File: src/rtl/instruction_fetch_if.sv
// Fetch-stage bus bundle: instruction-memory request/response, execute redirect
// and the valid/ready hand-off to decode.
interface instruction_fetch_if;
    logic        imem_req_valid;
    logic        imem_req_ready;
    logic [31:0] imem_addr;
    logic        imem_rsp_valid;
    logic [31:0] imem_rsp_data;
    logic        redirect_valid;
    logic [31:0] redirect_pc;
    logic        if_valid;
    logic        if_ready;
    logic [31:0] if_instruction;
    logic [31:0] if_pc;

    // Fetch stage side.
    modport master (
        output imem_req_valid, imem_addr, if_valid, if_instruction, if_pc,
        input  imem_req_ready, imem_rsp_valid, imem_rsp_data, redirect_valid, redirect_pc,
               if_ready
    );

    // Memory / execute / decode side.
    modport slave (
        input  imem_req_valid, imem_addr, if_valid, if_instruction, if_pc,
        output imem_req_ready, imem_rsp_valid, imem_rsp_data, redirect_valid, redirect_pc,
               if_ready
    );
endinterface

File: src/rtl/instruction_fetch.sv
// Fetch stage: owns the PC, issues one instruction-memory request at a time and
// hands the returned word to decode; redirects flush any in-flight response.
module instruction_fetch #(
    parameter logic [31:0] RESET_PC  = 32'h0000_0000,
    parameter logic [31:0] NOP_INSTR = 32'h0000_0013
) (
    input  logic                 clk,
    input  logic                 rst_n,
    instruction_fetch_if.master  bus
);

    typedef enum logic [1:0] {StReq, StWait, StHold, StFlush} state_e;

    state_e      state_q, state_d;
    logic [31:0] pc_q, pc_d;
    logic        valid_q, valid_d;
    logic [31:0] instr_q, instr_d;
    logic [31:0] if_pc_q, if_pc_d;

    always_ff @(posedge clk) begin
        if (!rst_n) begin
            state_q <= StReq;
            pc_q    <= RESET_PC;
            valid_q <= 1'b0;
            instr_q <= NOP_INSTR;
            if_pc_q <= 32'h0000_0000;
        end else begin
            state_q <= state_d;
            pc_q    <= pc_d;
            valid_q <= valid_d;
            instr_q <= instr_d;
            if_pc_q <= if_pc_d;
        end
    end

    always_comb begin
        state_d = state_q;
        pc_d    = pc_q;
        valid_d = valid_q;
        instr_d = instr_q;
        if_pc_d = if_pc_q;

        if (bus.redirect_valid) begin
            pc_d    = {bus.redirect_pc[31:2], 2'b00};
            valid_d = 1'b0;
            instr_d = NOP_INSTR;
            unique case (state_q)
                // An accepted old-address request still owes a response; flush it.
                StReq:   state_d = bus.imem_req_ready ? StFlush : StReq;
                StWait:  state_d = bus.imem_rsp_valid ? StReq : StFlush;
                StHold:  state_d = StReq;
                StFlush: state_d = bus.imem_rsp_valid ? StReq : StFlush;
                default: state_d = StReq;
            endcase
        end else begin
            unique case (state_q)
                StReq: begin
                    if (bus.imem_req_ready) state_d = StWait;
                end
                StWait: begin
                    if (bus.imem_rsp_valid) begin
                        instr_d = bus.imem_rsp_data;
                        if_pc_d = pc_q;
                        valid_d = 1'b1;
                        pc_d    = pc_q + 32'd4;
                        state_d = StHold;
                    end
                end
                StHold: begin
                    if (bus.if_ready) begin
                        valid_d = 1'b0;
                        instr_d = NOP_INSTR;
                        state_d = StReq;
                    end
                end
                StFlush: begin
                    if (bus.imem_rsp_valid) state_d = StReq;
                end
                default: state_d = StReq;
            endcase
        end
    end

    assign bus.imem_req_valid = rst_n && (state_q == StReq);
    assign bus.imem_addr      = pc_q;
    assign bus.if_valid       = valid_q;
    assign bus.if_instruction = instr_q;
    assign bus.if_pc          = if_pc_q;

endmodule

File: src/flat_wrapper.sv
// flat-port wrapper written by rule: the top's interface ports become plain ports
module instruction_fetch_flat 
#(
    parameter logic [31:0] RESET_PC  = 32'h0000_0000,
    parameter logic [31:0] NOP_INSTR = 32'h0000_0013
)
  (clk, rst_n, bus_imem_req_valid, bus_imem_addr, bus_if_valid, bus_if_instruction, bus_if_pc, bus_imem_req_ready, bus_imem_rsp_valid, bus_imem_rsp_data, bus_redirect_valid, bus_redirect_pc, bus_if_ready);
  instruction_fetch_if bus_i ();
  input  logic clk;
  input  logic rst_n;
  output wire logic [$bits(bus_i.imem_req_valid)-1:0] bus_imem_req_valid;
  output wire logic [$bits(bus_i.imem_addr)-1:0] bus_imem_addr;
  output wire logic [$bits(bus_i.if_valid)-1:0] bus_if_valid;
  output wire logic [$bits(bus_i.if_instruction)-1:0] bus_if_instruction;
  output wire logic [$bits(bus_i.if_pc)-1:0] bus_if_pc;
  input wire logic [$bits(bus_i.imem_req_ready)-1:0] bus_imem_req_ready;
  input wire logic [$bits(bus_i.imem_rsp_valid)-1:0] bus_imem_rsp_valid;
  input wire logic [$bits(bus_i.imem_rsp_data)-1:0] bus_imem_rsp_data;
  input wire logic [$bits(bus_i.redirect_valid)-1:0] bus_redirect_valid;
  input wire logic [$bits(bus_i.redirect_pc)-1:0] bus_redirect_pc;
  input wire logic [$bits(bus_i.if_ready)-1:0] bus_if_ready;
  assign bus_imem_req_valid = bus_i.imem_req_valid;
  assign bus_imem_addr = bus_i.imem_addr;
  assign bus_if_valid = bus_i.if_valid;
  assign bus_if_instruction = bus_i.if_instruction;
  assign bus_if_pc = bus_i.if_pc;
  assign bus_i.imem_req_ready = bus_imem_req_ready;
  assign bus_i.imem_rsp_valid = bus_imem_rsp_valid;
  assign bus_i.imem_rsp_data = bus_imem_rsp_data;
  assign bus_i.redirect_valid = bus_redirect_valid;
  assign bus_i.redirect_pc = bus_redirect_pc;
  assign bus_i.if_ready = bus_if_ready;
  instruction_fetch #(.RESET_PC(RESET_PC), .NOP_INSTR(NOP_INSTR)) u_core (.clk(clk), .rst_n(rst_n), .bus(bus_i));
endmodule
File: config.mk
export PLATFORM = sky130hd
export DESIGN_NAME = instruction_fetch_flat
export DESIGN_NICKNAME = d
export VERILOG_FILES = /design/src/rtl/instruction_fetch_if.sv /design/src/rtl/instruction_fetch.sv /design/src/flat_wrapper.sv
export SDC_FILE = /design/constraint.sdc
export NUM_CORES = 1
export LEC_CHECK = 0
export CORE_ASPECT_RATIO = 0.6
export CORE_MARGIN = 8
export CORE_UTILIZATION = 43
export CTS_CLUSTER_SIZE = 12
export DETAILED_ROUTE_END_ITERATION = 8
export PLACE_DENSITY = 0.78
export SYNTH_ARGS = -nofsm -noshare
export SYNTH_HDL_FRONTEND = slang
export SYNTH_SLANG_ARGS = --single-unit
File: constraint.sdc
create_clock -name clk -period 2.1 [get_ports clk]
set_clock_uncertainty 0.05 [all_clocks]
set_input_delay 0.315 -clock clk [delete_from_list [all_inputs] [get_ports clk]]
set_output_delay 0.315 -clock clk [all_outputs]
set_load 0.02 [all_outputs]
### Word-level counts from Yosys, hierarchy flattened

Cells that the tools add are included.

* register bits: 99
* bits in latches: 0
* RAM bits: 0
* bits in read-only memories: 0
* bits of input ports: 70
* logic and storage cells: 48
* memories kept: 0

* add/subtract/negate cells: 1
* multiply operators: 0
* div/mod/pow operators: 0
* $lt $le $gt $ge: 0
* eq/ne operators: 9
* shift operators: 0
* mux-type cells: 18
* bitwise gates (word level): 2
* reductions and logical operators: 12

Operators with widths (number)
* $mux W32: 5
* $pmux W32 S2: 1
* $add A32 B3 Y32 const B: 1
* $mux W2: 7
* $ne A3 B3 Y1 const B: 4
* $pmux W2 S4: 1
* $pmux W2 S3: 1
* $reduce_and A3 Y1: 2
* $reduce_bool A2 Y1: 3
* $eq A2 B2 Y1 const B: 2
* $ne A2 B2 Y1 const B: 2
* $reduce_and A2 Y1: 2
* $reduce_and A4 Y1: 1
* $reduce_or A2 Y1: 2
* $eq A2 B1 Y1 const B: 1
* $logic_not A2 Y1: 1
* $mux W1: 2
* $not A1 Y1: 2
* $pmux W1 S2: 1
* $logic_and A1 B1 Y1: 1

### Depth between registers and ports, before layout

* depth in word-level cells: 4
* mapped depth: 7
* mapped depth without buffers: 5

### Worst setup path before layout

No wires, ideal clock.

* kind: flip-flop to flip-flop
* start point: reg u_core.pc_q[14] (netlist: u_core.bus.imem_addr[14])
* end point: reg u_core.pc_q[25] (netlist: u_core.bus.imem_addr[25])
* setup time: 74 ps
* arrival: 1849 ps
* path slack: 127 ps
* cell stages (with the launch flop): 6
* buffers on the path: 1
* clock period less this slack: 1973 ps
* cell sequence: dfxtp_1 -> nand3_1 -> or4_1 -> clkbuf_2 -> or4_1 -> a31oi_1

* word-level cells in the longest chain between the ends: 4

RTL lines
* start: declaration: line instruction_fetch.sv:15 `logic [31:0] pc_q, pc_d;`
* start signal: assignment: line instruction_fetch.sv:29 `pc_q <= pc_d;`
* $add A32 B3 Y32: line instruction_fetch.sv:65 `pc_d = pc_q + 32'd4;`
* $mux W32: line instruction_fetch.sv:61 `if (bus.imem_rsp_valid) begin`
* $mux W32: line instruction_fetch.sv:56 `unique case (state_q)`
* $mux W32: line instruction_fetch.sv:43 `if (bus.redirect_valid) begin`

No other way between the ends. The select of a mux whose other input is x is not followed.
A chain may end at the register's enable or synchronous reset.

### Worst setup path in the final report

* start point: reg u_core.state_q[1]
* end point: out bus_imem_req_valid

* word-level cells in the longest chain between the ends: 2

RTL lines
* start: declaration: line instruction_fetch.sv:14 `state_e state_q, state_d;`
* start signal: assignment: line instruction_fetch.sv:22 `state_q <= StReq;`
* start signal: assignment: line instruction_fetch.sv:28 `state_q <= state_d;`
* $logic_not A2 Y1: line instruction_fetch.sv:84 `assign bus.imem_req_valid = rst_n && (state_q == StReq);`
* $logic_and A1 B1 Y1: line instruction_fetch.sv:84
* end: declaration: line flat_wrapper.sv:11 `output wire logic [$bits(bus_i.imem_req_valid)-1:0] bus_imem_req_valid;`

No other way between the ends.

==> flow_metrics.env <==
export IMPL_grt_max_degree=36
export IMPL_setup_viol=0
export IMPL_synth_area_leaders="dfxtp_1, nand2_1, a22oi_1, a21boi_0, o21ai_0"
export IMPL_fin_tns_setup_ps=0
export IMPL_cp_start_kind="register"
export IMPL_coreArea_mm2=0.00929
export IMPL_clock_path_buffers=2
export IMPL_drt_antenna_violating_nets=0
export IMPL_timing_rr_start="u_core.bus.imem_addr[16]"
export IMPL_path_clk_slew_ps=70
export IMPL_dp_hpwl_um=10500
export IMPL_maxCapViolCount=0
export IMPL_hold_viol_final=0
export IMPL_syn_to_final_growth_pct=53.2
export IMPL_clock_sinks=95
export IMPL_num_rows=27
export IMPL_netlist_instances=494
export IMPL_rsz0062_at_grt="false"
export IMPL_setup_ws_ps=30.1
export IMPL_drt_iter0_drc=279
export IMPL_path_class="reg -> out"
export IMPL_final_cell_mix="clkdlybuf4s50_1, dfxtp_1, nand2_1, buf_4, nor2_1"
export IMPL_via_per_inst=5.40
export IMPL_layout_drive_gt1_share_pct=9.99
export IMPL_r2r_end="u_core.bus.imem_addr[25]"
export IMPL_die_y_um=92.2
export IMPL_pwr_share_comb_pct=19.4
export IMPL_nFillCells=711
export IMPL_vias=4328
export IMPL_avgRoutedWirePerCell_um=17.3
export IMPL_power_leakage_nw=2.22
export IMPL_holdWs_ps=412
export IMPL_tightest_slew_ps=547
export IMPL_drc=0
export IMPL_power_switching_mw=1.19
export IMPL_grt_usage_pct=20.6
export IMPL_fmax_mhz=483
export IMPL_gp_congestion=0.864
export IMPL_slew_headroom_pct=63.2
export IMPL_synth_area_mm2=0.00416
export IMPL_pwr_share_seq_pct=45.5
export IMPL_cp_max_fo=7
export IMPL_grt_pass1_wl_um=22000
export IMPL_r2r_slack_ps=180
export IMPL_outcome="finished clean"
export IMPL_synth_ff_type="dfxtp_1"
export IMPL_holdBufCountCts=0
export IMPL_min_delay_worst_endpoint="u_core.bus.if_pc[2]"
export IMPL_tritoncts="yes"
export IMPL_place_ws_ps=-59.1
export IMPL_postCtsSetupRepairBufs=0
export IMPL_ir_drop_v=0.000479
export IMPL_grt_pass1_vias=4182
export IMPL_slew_viol_final=0
export IMPL_period_minus_slack_ps=2070
export IMPL_pin_count=168
export IMPL_ys_seq_area_share_pct=45.7
export IMPL_die_x_um=143
export IMPL_synth_top_area_share_pct=45.7
export IMPL_ys_types=52
export IMPL_end_kind="primary output"
export IMPL_synth_edf_count=0
export IMPL_drt_wl_total_um=13800
export IMPL_reg2regPathDepth=4
export IMPL_cts_resized=0
export IMPL_cts_root_buf="clkbuf_16"
export IMPL_finalPower_mw=4.29
export IMPL_nNetsFinal=737
export IMPL_drtPass1Iterations=4
export IMPL_numPortBuffers=161
export IMPL_avgSynthCellArea_um2=8.42
export IMPL_netSwitchingFraction_pct=27.8
export IMPL_die_area_mm2=0.0132
export IMPL_num_antenna_cells=0
export IMPL_gr_total_overflow=0
export IMPL_clk_latency_ps=340
export IMPL_cp_required_ps=1740
export IMPL_worstHoldStart="u_core.bus.if_pc[2]"
export IMPL_final_common_cell="clkdlybuf4s50_1"
export IMPL_arrival_ps=1700
export IMPL_htree_num_levels=3
export IMPL_antenna_found_initial=0
export IMPL_cts_buffers=9
export IMPL_start_util_pct=44.8
export IMPL_hold_class="reg -> reg"
export IMPL_ys_ff_latch=95
export IMPL_min_path_cells=2
export IMPL_p_int_mw=3.10
export IMPL_power_per_cell_area_mw_per_mm2=674
export IMPL_layout_worst_path_cycle_share_pct=98.6
export IMPL_yosysWarnings=0
export IMPL_async_flop_share_pct=0
export IMPL_synth_top_area_cell="dfxtp_1"
export IMPL_pwr_share_clk_pct=35.1
==> state kept, by name (all words and copies together) (netlist names) <==
name / flops
u_core.state_q: 2
u_core.bus.imem_addr: 30
u_core.bus.if_instruction: 32
u_core.bus.if_pc: 30
u_core.bus.if_valid: 1
==> per-stage QoR <==
stage,util [%],area [µm²],std cells
finish,68.6,6370,801
global route,68.6,6370,801
CTS,68.6,6370,801
detailed placement,65.7,6100,785
global placement,65.7,6100,785
floorplan,-,4170,497
==> worst max-delay path by stage <==
stage / from / cells after the start / end / slack, ps
after detailed placement: bus_imem_rsp_valid / 5 / u_core.bus.imem_addr[29] / -60
after floorplan: u_core.bus.imem_addr[14] / 5 / u_core.bus.imem_addr[25] / 130
after CTS: u_core.state_q[1] / 2 / bus_imem_req_valid / 20
after global routing: u_core.state_q[1] / 2 / bus_imem_req_valid / 0.5
final: u_core.state_q[1] / 2 / bus_imem_req_valid / 30
after global placement: bus_imem_rsp_valid / 5 / u_core.bus.imem_addr[31] / -50
==> cells by family (layout without fill, tap and decap cells) <==
kind of cell,after synthesis,count (layout),synth area share [%]
multiplexers,2,2,0.541
adder cells (fa/ha/maj),1,1,0.301
XOR/XNOR,11,11,2.32
AND/OR/NAND/NOR,199,199,23.6
buffers and inverters,50,224,4.96
flip-flops,95,95,45.7
other,1,4,0.0901
AO/OA/AOI/OAI,135,135,22.5
==> layer usage <==
metal	global-route usage [%]	vias to the layer above	share of wire, %
li1	-	2116	-
met1	27.4	2040	46
met2	31.5	158	44
met3	6.57	14	8.4
met4	5.10	0	1.1
met5	0	-	0
==> critical path, stage by stage (launching register included) <==
cell             delay [ps]
dfxtp_1                 360
nor3b_1                 340
clkdlybuf4s50_1         670
==> cell usage after synthesis (5+ instances only) <==
cell type and number:
a21boi_0 31, a21oi_1 8, a22oi_1 32, a31oi_1 12, buf_1 7, clkbuf_1 31
dfxtp_1 95, inv_1 5, nand2_1 81, nand3_1 14, nand4_1 9, nor2_1 34
nor3_1 7, nor4_1 5, o211a_1 5, o21ai_0 26, o31ai_1 6, or3_1 12
or4_1 7, xnor2_1 8
==> cell type report <==
cell class / instances / area [µm²] / area share (%)
clock buffer: 10 / 229 / 3.59
clock inverter: 6 / 45.0 / 0.707
inverter: 5 / 18.8 / 0.294
multi-input combinational: 352 / 2070 / 32.5
sequential: 95 / 1900 / 29.8
tap: 130 / 163 / 2.55
timing repair buffer: 203 / 1950 / 30.5
==> power groups by stage <==
| stage | Combinational [mW] | Clock (mW) | Sequential [mW] |
|---|---|---|---|
| 6_report | 0.832 | 1.51 | 1.95 |
| 5_1_grt | 0.895 | 1.62 | 1.96 |
| 3_3_place_gp | 0.809 | 0 | 1.99 |
| 2_1_floorplan | 0.319 | 0 | 2.07 |
| 3_5_place_dp | 0.827 | 0 | 1.99 |
| 4_1_cts | 0.832 | 1.55 | 1.95 |
Power figures use the tool's default switching activity.
